File: config.mk
export PLATFORM = sky130hd
export DESIGN_NAME = mul_div_unit
export DESIGN_NICKNAME = d
export VERILOG_FILES = /design/src/rtl/mul_div_unit.sv
export SDC_FILE = /design/constraint.sdc
export NUM_CORES = 1
export LEC_CHECK = 0
export BUFFER_PORTS_ARGS = -buffer_cell sky130_fd_sc_hd__buf_2
export CORE_MARGIN = 10
export CORE_UTILIZATION = 45
export CTS_BUF_LIST = sky130_fd_sc_hd__clkbuf_8
export CTS_CLUSTER_DIAMETER = 50
export DETAILED_ROUTE_END_ITERATION = 8
export GPL_ROUTABILITY_DRIVEN = 0
export PLACE_DENSITY_LB_ADDON = 0.2
export REMOVE_ABC_BUFFERS = 1
export SLEW_MARGIN = 20
export SYNTH_ARGS = -nofsm -noshare
export SYNTH_HDL_FRONTEND = slang
export SYNTH_SLANG_ARGS = --single-unit
File: constraint.sdc
create_clock -name clk -period 10.05 [get_ports clk]
set_input_delay 0.5025 -clock clk [delete_from_list [all_inputs] [get_ports clk]]
set_output_delay 0.5025 -clock clk [all_outputs]
set_load 0.03 [all_outputs]
File: src/rtl/mul_div_unit.sv
// Multi-cycle signed multiply (Booth radix-2) / divide (restoring) engine.
// One WIDTH-iteration run, a sign-fixup cycle, then a single-cycle done pulse.
module mul_div_unit #(
   parameter int WIDTH = 32
) (
   input  logic             clk,
   input  logic             clr,
   input  logic             start,
   input  logic             op,
   input  logic [WIDTH-1:0] a,
   input  logic [WIDTH-1:0] b,
   output logic             busy,
   output logic             done,
   output logic             div_by_zero,
   output logic [WIDTH-1:0] hi,
   output logic [WIDTH-1:0] lo
);

   localparam int CW = (WIDTH > 1) ? $clog2(WIDTH) : 1;
   localparam logic [CW-1:0] LAST = CW'(WIDTH - 1);

   localparam logic [2:0] IDLE    = 3'd0;
   localparam logic [2:0] MUL_RUN = 3'd1;
   localparam logic [2:0] DIV_RUN = 3'd2;
   localparam logic [2:0] FIXUP   = 3'd3;
   localparam logic [2:0] DONE    = 3'd4;

   logic [2:0]       state;
   logic [CW-1:0]    cnt;
   // acc is the Booth accumulator for MUL and the partial remainder for DIV;
   // mq is the multiplier/low product for MUL and the quotient for DIV.
   logic [WIDTH:0]   acc;
   logic [WIDTH-1:0] mq;
   logic [WIDTH-1:0] mcand;
   logic             q_1;
   logic             op_r, sa, sb, bz;
   logic [WIDTH-1:0] a_r;

   logic [WIDTH-1:0] a_mag, b_mag, quo_s, rem_s;
   logic [WIDTH:0]   a_ext, booth_sum, div_shift, div_trial;

   always_comb begin
      a_mag     = a[WIDTH-1] ? -a : a;
      b_mag     = b[WIDTH-1] ? -b : b;
      a_ext     = {mcand[WIDTH-1], mcand};
      booth_sum = acc;
      case ({mq[0], q_1})
         2'b01:   booth_sum = acc + a_ext;
         2'b10:   booth_sum = acc - a_ext;
         default: booth_sum = acc;
      endcase
      div_shift = {acc[WIDTH-1:0], mq[WIDTH-1]};
      div_trial = div_shift - {1'b0, mcand};
      // Truncating division: quotient sign from sign(a)^sign(b), remainder follows a.
      quo_s     = (sa ^ sb) ? -mq : mq;
      rem_s     = sa ? -acc[WIDTH-1:0] : acc[WIDTH-1:0];
   end

   assign busy = (state == MUL_RUN) || (state == DIV_RUN) || (state == FIXUP);
   assign done = (state == DONE);

   always_ff @(posedge clk) begin
      if (!clr) begin
         state       <= IDLE;
         cnt         <= '0;
         acc         <= '0;
         mq          <= '0;
         mcand       <= '0;
         q_1         <= 1'b0;
         op_r        <= 1'b0;
         sa          <= 1'b0;
         sb          <= 1'b0;
         bz          <= 1'b0;
         a_r         <= '0;
         hi          <= '0;
         lo          <= '0;
         div_by_zero <= 1'b0;
      end else begin
         case (state)
            IDLE: if (start) begin
               op_r        <= op;
               a_r         <= a;
               sa          <= a[WIDTH-1];
               sb          <= b[WIDTH-1];
               bz          <= (b == '0);
               cnt         <= '0;
               acc         <= '0;
               q_1         <= 1'b0;
               div_by_zero <= 1'b0;
               if (op) begin
                  mq    <= a_mag;
                  mcand <= b_mag;
                  state <= DIV_RUN;
               end else begin
                  mq    <= b;
                  mcand <= a;
                  state <= MUL_RUN;
               end
            end
            MUL_RUN: begin
               {acc, mq, q_1} <= {booth_sum[WIDTH], booth_sum, mq};
               cnt            <= cnt + 1'b1;
               if (cnt == LAST) state <= FIXUP;
            end
            DIV_RUN: begin
               if (!div_trial[WIDTH]) begin
                  acc <= div_trial;
                  mq  <= {mq[WIDTH-2:0], 1'b1};
               end else begin
                  acc <= div_shift;
                  mq  <= {mq[WIDTH-2:0], 1'b0};
               end
               cnt <= cnt + 1'b1;
               if (cnt == LAST) state <= FIXUP;
            end
            FIXUP: begin
               if (op_r) begin
                  if (bz) begin
                     hi          <= a_r;
                     lo          <= '1;
                     div_by_zero <= 1'b1;
                  end else begin
                     hi <= rem_s;
                     lo <= quo_s;
                  end
               end else begin
                  hi <= acc[WIDTH-1:0];
                  lo <= mq;
               end
               state <= DONE;
            end
            DONE:    state <= IDLE;
            default: state <= IDLE;
         endcase
      end
   end

endmodule

Word level (Yosys, flattened, before mapping)
Index checks and enable logic that the tools add are counted.

operators by class
  $add $sub $neg = 8
  multipliers = 0
  divide/modulo/power cells = 0
  order comparisons = 0
  equality and inequality tests = 11
  shift-type cells = 0
  mux-type cells = 28
  bitwise operators = 1
  reduce and logical (&&, ||, !) cells = 15

operators with widths
  operator                                             number
  2-to-1 mux 32 bit                                    11
  negation 32 bit                                      4
  one-hot mux 33 bit (3 select lines)                  1
  one-hot mux 32 bit (3 select lines)                  1
  2-to-1 mux 33 bit                                    2
  one-hot mux 33 bit (2 select lines)                  1
  adder 33 bit                                         1
  subtractor 33 x 32 -> 33 bit                         1
  subtractor 33 bit                                    1
  logical NOT 32 bit                                   1
  one-hot mux 5 bit (2 select lines)                   1
  AND reduction 2 bit                                  5
  one-hot mux 3 bit (3 select lines)                   1
  equality test 3 x 2 -> 1 bit, second input constant  2
  2-to-1 mux 3 bit                                     2
  inequality test 2 bit, second input constant         3
  nonzero test 2 bit                                   3
  adder 5 x 1 -> 5 bit, second input constant          1
  equality test 5 bit, second input constant           1
  2-to-1 mux 5 bit                                     1
  2-to-1 mux 1 bit                                     4
  one-hot mux 1 bit (2 select lines)                   2
  AND reduction 4 bit                                  1
  equality test 3 x 1 -> 1 bit, second input constant  1
  other kinds (10)                                     11

storage, ports and cells
  flip-flop bits (word level) = 207
  latch bits = 0
  memory bits (writable) = 0
  ROM bits = 0
  output and inout bits = 67
  word-level logic and storage cells = 77
  memories = 0

Logic depth before layout (Yosys ltp)
Gate-level depths: netlist of run 1.

  word-level depth = 5
  gate-level depth with buffers = 19

Worst setup path after synthesis of run 1
OpenSTA, ideal clock, no wires.

  path type = reg2reg
  start = reg mcand[5]
  end = reg acc[27]
  arrival = 3,585 ps
  slack = 6,342 ps
  cell stages (with the launch flop) = 17
  path buffers = 0
  period minus slack after synthesis = 3,708 ps
  path through = dfxtp_1 -> nor4_1 -> nand3_1 -> nor3b_1 -> and2_1 -> a31oi_1 -> xnor2_1 -> ha_1 -> a21oi_1 -> o21ai_0 -> nor2b_1 -> o311a_1 -> o41a_1 -> o21ai_0 -> xor2_1 -> a221oi_1 -> nor2_1

on the way
  word-level cells in the longest chain between the ends = 3

ends and longest elaborated chain
  element                                                                          line     text
  start, declared                                                                  34       logic [WIDTH-1:0] mcand;
  start signal, assigned                                                           92       mcand <= b_mag;
  subtractor 33 bit (tied with other cells)                                        49       2'b10: booth_sum = acc - a_ext;
  one-hot mux 33 bit (2 select lines) / 2-to-1 mux 33 bit (equally long branches)  47, 106
  one-hot mux 33 bit (3 select lines) *                                            79       case (state)
  end signal, assigned                                                             101      {acc, mq, q_1} <= {booth_sum[WIDTH], booth_sum, mq};
  end signal, assigned                                                             107      acc <= div_trial;
  end signal, assigned                                                             110      acc <= div_shift;
  end, declared                                                                    32       logic [WIDTH:0] acc;

Mark *: on every way between the ends. The rest lies on a longest branch, timed or not.
A chain may end at the register's enable or synchronous reset.

Worst setup path after layout of run 1
  start = reg mq[31]
  end = reg acc[30]

on the way
  word-level cells in the longest chain between the ends = 3

ends and longest elaborated chain
  element                              line  text
  start, declared                      33    logic [WIDTH-1:0] mq;
  start signal, assigned               91    mq <= a_mag;
  start signal, assigned               101
  start signal, assigned               108   mq <= {mq[WIDTH-2:0], 1'b1};
  subtractor 33 x 32 -> 33 bit         53    div_trial = div_shift - {1'b0, mcand};
  2-to-1 mux 33 bit                    106   if (!div_trial[WIDTH]) begin
  one-hot mux 33 bit (3 select lines)  79

Every way passes these cells.

==> results by group, run 1 <==
Layout
  • Area Overhead vs Synth: 10.8%
  • Nets: 2383
  • Proportion of layout cells with a drive suffix above 1: 11.7%
  • Finished Cell Area: 0.0176 mm^2

Route
  • Total Wirelength: 56000 um
  • Antenna viol nets, final: 0
  • Vias: 16.8k
  • Initial DRC count: 1790
  • DRT Pass-1 Iters: 8
  • Vias/cell: 6.14
  • DR WL/cell: 20.5 um
  • DRC: 0

Worst setup path
  • Slowest stage delay, CP: 0.95 ns
  • CP endpoint kind: flip-flop
  • Crit Reg-Reg Startpoint: mq[31]$_SDFFE_PN0P_
  • Reg2reg setup slack: 5.04 ns
  • Crit path max-delay cell type: and2_0
  • Critical path origin: mq[31]$_SDFFE_PN0P_
  • Worst setup SP type: flip-flop
  • Critical path arrival: 5.51 ns
  • Worst Path Required: 10.55 ns
  • CP max FO: 22
  • Kind of critical path: flip-flop to flip-flop
  • Worst path cell trace: inv_1, ha_1, inv_1, fa_1, a211oi_1, o211ai_1, nand2_1, o22a_1, a31oi_1, o21a_1, o21ai_0, nand2b_1, ha_1, and2_0, nand3b_1, nand3_1, a211oi_1, o21ai_0

Placement
  • Post-DP Area: 0.0167 mm^2
  • I/O Buffers: 134
  • Hpwl dp: 40200 um

GRT
  • Total GRT Usage: 24.3%
  • Initial antenna violation count: 15
  • First-pass GRT wire length: 87600 um
  • GRT overflow: 0
  • Vias in the first global route: 15.7k
  • Largest net degree at the start of global routing: 103

Yosys
  • Ys async rst share: 0%
  • Post-Synthesis Cells: 2202
  • Top_reg_cell synth: dfxtp_1
  • Synth Cell Area: 0.0159 mm^2
  • Sequential cell area fraction in the yosys report: 25.9%
  • Cell variety after synth: 74
  • Post-synth EDFFs: 0
  • Syn Area/Cell: 7.22 um^2
  • Yosys reg bits: 206
  • Synth warn: 0

STA
  • WHS: 0.220 ns
  • RSZ-0062 raised after global routing: no
  • Setup Skew: 0.0302 ns
  • Tightest Pin Transition: 1.09 ns
  • Fin crit share: 49.9%
  • Max Freq: 0.200 GHz
  • Final setup viols: 0
  • Max_slew headroom: 27.5%
  • Final Hold Viols: 0
  • Max Slew Vio Count: 0
  • Setup tns final: 0 ns
  • Final worst path period need: 5.01 ns

Floorplan
  • FP Rows: 68
  • Die Ht: 208 um
  • CORE AREA: 0.0347 mm^2
  • Initial Utilization: 45.8%
  • Die Width: 208 um
  • Die area: 0.0433 mm^2
  • I/O pins: 135

Run
  • Max-cap viol count: 0

Clock network
  • Post-CTS setup buffers: 0
  • CTS tree: done
  • Htree depth: 2
  • Clock Path Buffers: 3
  • Skew-Pair Late Insertion Delay: 0.58 ns
  • CTS root buf: clkbuf_8
  • Post-CTS sizing: 0
  • Hold buffer count at CTS: 0
  • Clock sink count: 206
  • Clock-pin slew on the worst setup and hold paths: 0.06 ns
  • CTS buffer count: 43

Pwr
  • Clock share of power: 27.0%
  • Sequential power share: 29.8%
  • Design Power: 3320 uW
  • Combinational share of power: 43.2%
  • Leakage power: 0.00698 uW
  • Switching pwr: 1400 uW
  • Internal Power: 1920 uW
  • Peak supply drop: 0.000117 V
  • Sw Share: 42.2%
  • Power Dens Cells: 188 mW/mm^2

Outcome
  • Status: completed

Worst hold path
  • HP Start: a[5]
  • HP Class: primary input to flip-flop
[synth_stat cells (9+ instances only)]
library cell | n | share of area (%)
o21a_1 | 12 | 0.57
o22ai_1 | 11 | 0.43
a221oi_1 | 29 | 1.6
a21o_1 | 18 | 0.85
buf_1 | 10 | 0.24
a222oi_1 | 15 | 0.94
inv_1 | 77 | 1.8
a31oi_1 | 29 | 1.1
and2_1 | 11 | 0.43
o31ai_1 | 31 | 1.5
mux2_2 | 10 | 0.71
clkbuf_1 | 148 | 3.5
nand2_1 | 201 | 4.7
ha_1 | 73 | 5.7
or3_1 | 18 | 0.71
mux2i_1 | 21 | 1.3
nor3_1 | 37 | 1.2
a211oi_1 | 47 | 2.2
o211ai_1 | 16 | 0.76
nand3_1 | 35 | 1.1
nor4_1 | 16 | 0.63
nand2b_1 | 17 | 0.67
xnor2_1 | 89 | 4.9
xor2_1 | 80 | 4.4
dfxtp_1 | 206 | 26
a21oi_1 | 295 | 9.3
o41ai_1 | 18 | 0.99
and3_1 | 14 | 0.55
or4_1 | 15 | 0.71
a22oi_1 | 40 | 1.9
a41oi_1 | 9 | 0.50
nand4_1 | 12 | 0.47
nor2_1 | 232 | 5.5
o21ai_0 | 204 | 6.4
[power by group through the flow]
stage                     logic, uW  clock network [uW]  registers, uW
final                          1430                 894            988
after global routing           1560                 952            998
after CTS                      1400                 910            984
after detailed placement       1380                   0           1000
after global placement         1370                   0            998
after floorplan                1010                   0            977
[routing by layer]
layer | share of wire (%) | vias up | global-route usage (%)
met2 | 44 | 702 | 38.1
li1 | - | 8113 | -
met1 | 44 | 7821 | 31.9
met5 | 0.10 | - | 0
met4 | 3.2 | 14 | 8.57
met3 | 8.8 | 125 | 5.89
[final timing paths]
check                                            end  cells after the start
worst min-delay path             a_r[5]$_SDFFE_PN0P_                      3
worst max register to register  acc[30]$_SDFFE_PN0P_                     18
worst max-delay path            acc[30]$_SDFFE_PN0P_                     18
worst min register to register    hi[1]$_SDFFE_PN0P_                      2
[critical path, delay by kind of cell, from the launching register on]
family / cells / cell delay (ns)
AOI/OAI and AO/OA: 8 / 1.41
buffers and inverters: 2 / 0.14
adders and majority gates: 3 / 1.51
DFF: 1 / 0.35
and+or+nand+nor: 5 / 1.51
[area by class of cell]
type,instances,area [um^2]
Fill cell,3530,17100
Sequential cell,206,4120
Clock buffer,53,729
Tap cell,455,569
Inverter,80,303
Clock inverter,24,131
Multi-Input combinational cell,1752,10900
Timing Repair Buffer,157,846
Antenna cell,5,12.5
[placed cells by master, fill, tap and decap left out, types with 40 or more instances in the layout]
cell,count
clkbuf_8,53
o21ai_0,204
buf_2,133
inv_1,85
nor2_1,228
a211oi_1,47
dfxtp_1,206
xor2_1,80
xnor2_1,89
a22oi_1,40
ha_1,73
nand2_1,201
a21oi_1,295
[cells by family (layout without fill, tap and decap cells)]
group	after synthesis	after routing	synth area share, %
AO/OA/AOI/OAI	834	834	32.5
multiplexers	31	31	2.03
AND/OR/NAND/NOR	643	643	18.4
flip-flops	206	206	25.9
buffers and inverters	244	314	5.85
XOR/XNOR	169	169	9.31
adder cells (fa/ha/maj)	75	75	6.00
other	0	5	0
[per-stage QoR]
step                setup WS (ns)  utilization [%]  cells
floorplan                    4.61                -   2038
finish                       5.04             50.7   2732
CTS                          5.20             50.7   2727
global route                 4.82             50.7   2731
global placement             5.28             48.2   2650
detailed placement           5.27             48.2   2650
[registers in the layout, indices dropped and copies added (netlist names)]
register / flops
a_r: 31
acc: 33
bz: 1
cnt: 5
div_by_zero: 1
hi: 32
lo: 32
mcand: 32
mq: 32
op_r: 1
q_1: 1
sa: 1
sb: 1
state: 3
(Power assumes the default switching activity.)
==> run 2, diff against run 1 <==
==> constraint.sdc (replaced) <==
create_clock -name clk -period 4.1 [get_ports clk]
set_input_delay 0.205 -clock clk [delete_from_list [all_inputs] [get_ports clk]]
set_output_delay 0.205 -clock clk [all_outputs]
set_load 0.03 [all_outputs]
==> run 2 against run 1 <==
Effect of this change:
- cell count up 3.3%
- critical path depth down 2
- hold slack worse by 0.12 ns
- total power up 150%
- sequential share of layout area down 1.1 points
- die area unchanged
- fmax up 30%
- largest power group unchanged
==> results by group, run 2 (synthesis results as in run 1) <==
Outcome
  • Status: completed

Layout
  • Area Overhead vs Synth: 16.1%
  • Reg with most FFs: acc
  • Fillers: 3397 (-3.8%)
  • Commonest non-fill, non-tap cell in the layout: a21oi_1
  • Final Non-Filler Cells: 2822 (+3.3%)
  • Nets: 2486 (+4.3%)
  • Finished Cell Area: 0.0185 mm^2 (+4.8%)
  • Most frequent cells in the layout: 295 x a21oi_1, 229 x nor2_1, 205 x dfxtp_1
  • Final core occ: 53.2% (+2.4 points)
  • Max FFs per register: 33 (unchanged)
  • Proportion of layout cells with a drive suffix above 1: 14.6% (+2.9 points)

Placement
  • I/O Buffers: 134 (unchanged)
  • Cell total after placement: 2721 (+2.7%)
  • Hpwl dp: 40800 um (+1.5%)
  • Post-DP Area: 0.0173 mm^2 (+3.2%)

Worst setup path
  • Worst Path Buf+Inv: 1 (-1)
  • CP top delay family: compound AO/OA/AOI/OAI gates
  • CP max FO: 8 (-64%)
  • Worst setup SP type: flip-flop
  • Worst Path Required: 4.57 ns (-5.98 ns)
  • Crit path max-delay cell type: nor4b_1
  • Worst path cell trace: inv_1, ha_2, nand2_1, nor4_1, nor2_1, xnor2_1, ha_1, a21o_1, a311oi_1, nor2b_1, o311a_1, o41a_1, a21oi_1, nor4b_1, o31ai_2, o41ai_1
  • CP endpoint kind: flip-flop
  • Critical path arrival: 4.33 ns (-1.18 ns)
  • Kind of critical path: flip-flop to flip-flop
  • Slowest stage delay, CP: 0.42 ns (-0.53 ns)

GRT
  • Vias in the first global route: 15.9k (+1.1%)
  • GRT overflow: 0 (unchanged)
  • First-pass GRT wire length: 87800 um (+0.21%)
  • Largest net degree at the start of global routing: 117 (+14%)
  • Total GRT Usage: 24.2% (-0.17 points)
  • Initial antenna violation count: 8 (-7)

Clock network
  • Clock sink count: 206 (unchanged)
  • CTS root buf: clkbuf_8
  • Skew-Pair Late Insertion Delay: 0.58 ns (about the same)
  • Clock Path Buffers: 3 (unchanged)
  • CTS tree: done
  • CTS buffer count: 41 (-4.7%)
  • Htree depth: 2 (unchanged)
  • Clock-pin slew on the worst setup and hold paths: 0.06 ns (about the same)

Floorplan
  • I/O pins: 135 (unchanged)
  • Die Ht: 208 um (unchanged)
  • Die Width: 208 um (unchanged)
  • CORE AREA: 0.0347 mm^2 (unchanged)
  • Die area: 0.0433 mm^2 (unchanged)
  • FP Rows: 68 (unchanged)
  • Initial Utilization: 45.8% (unchanged)

Route
  • Vias: 17.1k (+1.9%)
  • Initial DRC count: 1699 (-5.1%)
  • DRT Pass-1 Iters: 7 (-1)
  • Vias/cell: 6.06 (-1.3%)
  • Antenna viol nets, final: 0 (unchanged)
  • DRC: 0 (unchanged)
  • DR WL/cell: 19.7 um (-3.7%)
  • Total Wirelength: 55700 um (-0.51%)

STA
  • RSZ-0062 raised after global routing: no
  • Max Freq: 0.259 GHz (+30%)
  • Fin crit share: 94.1% (+44 points)
  • Tightest Pin Transition: 1.07 ns (-0.0203 ns)
  • Setup Skew: 0.0161 ns (-0.0141 ns)
  • Final worst path period need: 3.86 ns (-1.15 ns)
  • Max_slew headroom: 28.9% (+1.4 points)
  • Final setup viols: 0 (unchanged)
  • Max Slew Vio Count: 0 (unchanged)
  • Final Hold Viols: 0 (unchanged)

Worst hold path
  • HP Class: primary input to flip-flop

Run
  • Max-cap viol count: 0 (unchanged)

Pwr
  • Peak supply drop: 0.000246 V (+110%)
  • Power Dens Cells: 446 mW/mm^2 (+140%)
  • Leakage power: 0.00743 uW (+6.3%)
-- run 2: path summary, 6_finish.rpt --
path,start,to,slack [ns],cells past startpoint
max reg2reg,mcand[1]$_SDFFE_PN0P_,acc[29]$_SDFFE_PN0P_,0.24,16
min,start,state[0]$_SDFFE_PN0P_,0.10,5
max,mcand[1]$_SDFFE_PN0P_,acc[29]$_SDFFE_PN0P_,0.24,16
min reg2reg,hi[28]$_SDFFE_PN0P_,hi[28]$_SDFFE_PN0P_,0.46,2
-- run 2: repair_timing --
item,CTS,global route
buffers inserted,0,3
endpoints found under the hold margin,31,0
endpoints found under the setup margin,0,17
hold buffers,31,0
gates resized for setup,0,21
-- run 2: area by class of cell --
type                       instances  area [um^2]  area share (%)
timing repair buffer             262         1720            9.29
clock inverter                    18          148           0.800
sequential                       206         4130            22.3
multi-input combinational       1752        11000            59.4
clock buffer                      45          619            3.36
inverter                          80          303            1.64
tap                              455          569            3.08
antenna                            4         10.0          0.0542
-- run 2: worst min-delay path, stage by stage --
cell	delay (ns)
buf_2	0.11
a21oi_1	0.07
nor2_1	0.08
a31oi_1	0.05
nor3_1	0.11
-- run 2: layer usage --
metal	GRT usage [%]	wire (um)	share of wire (%)
met2	38.1	24600	44
met5	0	28	0.050
met3	5.27	5080	9.1
met1	32.2	24400	44
met4	7.27	1560	2.8
-- run 2: through the flow --
step | setup WS, ns | TNS, ns | hold slack, ns | total power, uW
5_1_grt | 0.00319 | 0 | 0.131 | 8700
4_1_cts | 0.121 | 0 | 0.0797 | 8120
2_1_floorplan | -1.34 | -41.40 | 0.330 | 4860
3_3_place_gp | 0.168 | 0 | 0.441 | 5950
6_report | 0.240 | 0 | 0.103 | 8230
3_5_place_dp | 0.156 | 0 | 0.446 | 5990
-- run 2: where the power goes --
part / leakage [uW] / switching, uW / internal [uW]
combinational: 0.00534 / 2240 / 1560
clock: 0.000401 / 961 / 1130
sequential: 0.00168 / 189 / 2160
total: 0.00743 / 3390 / 4850
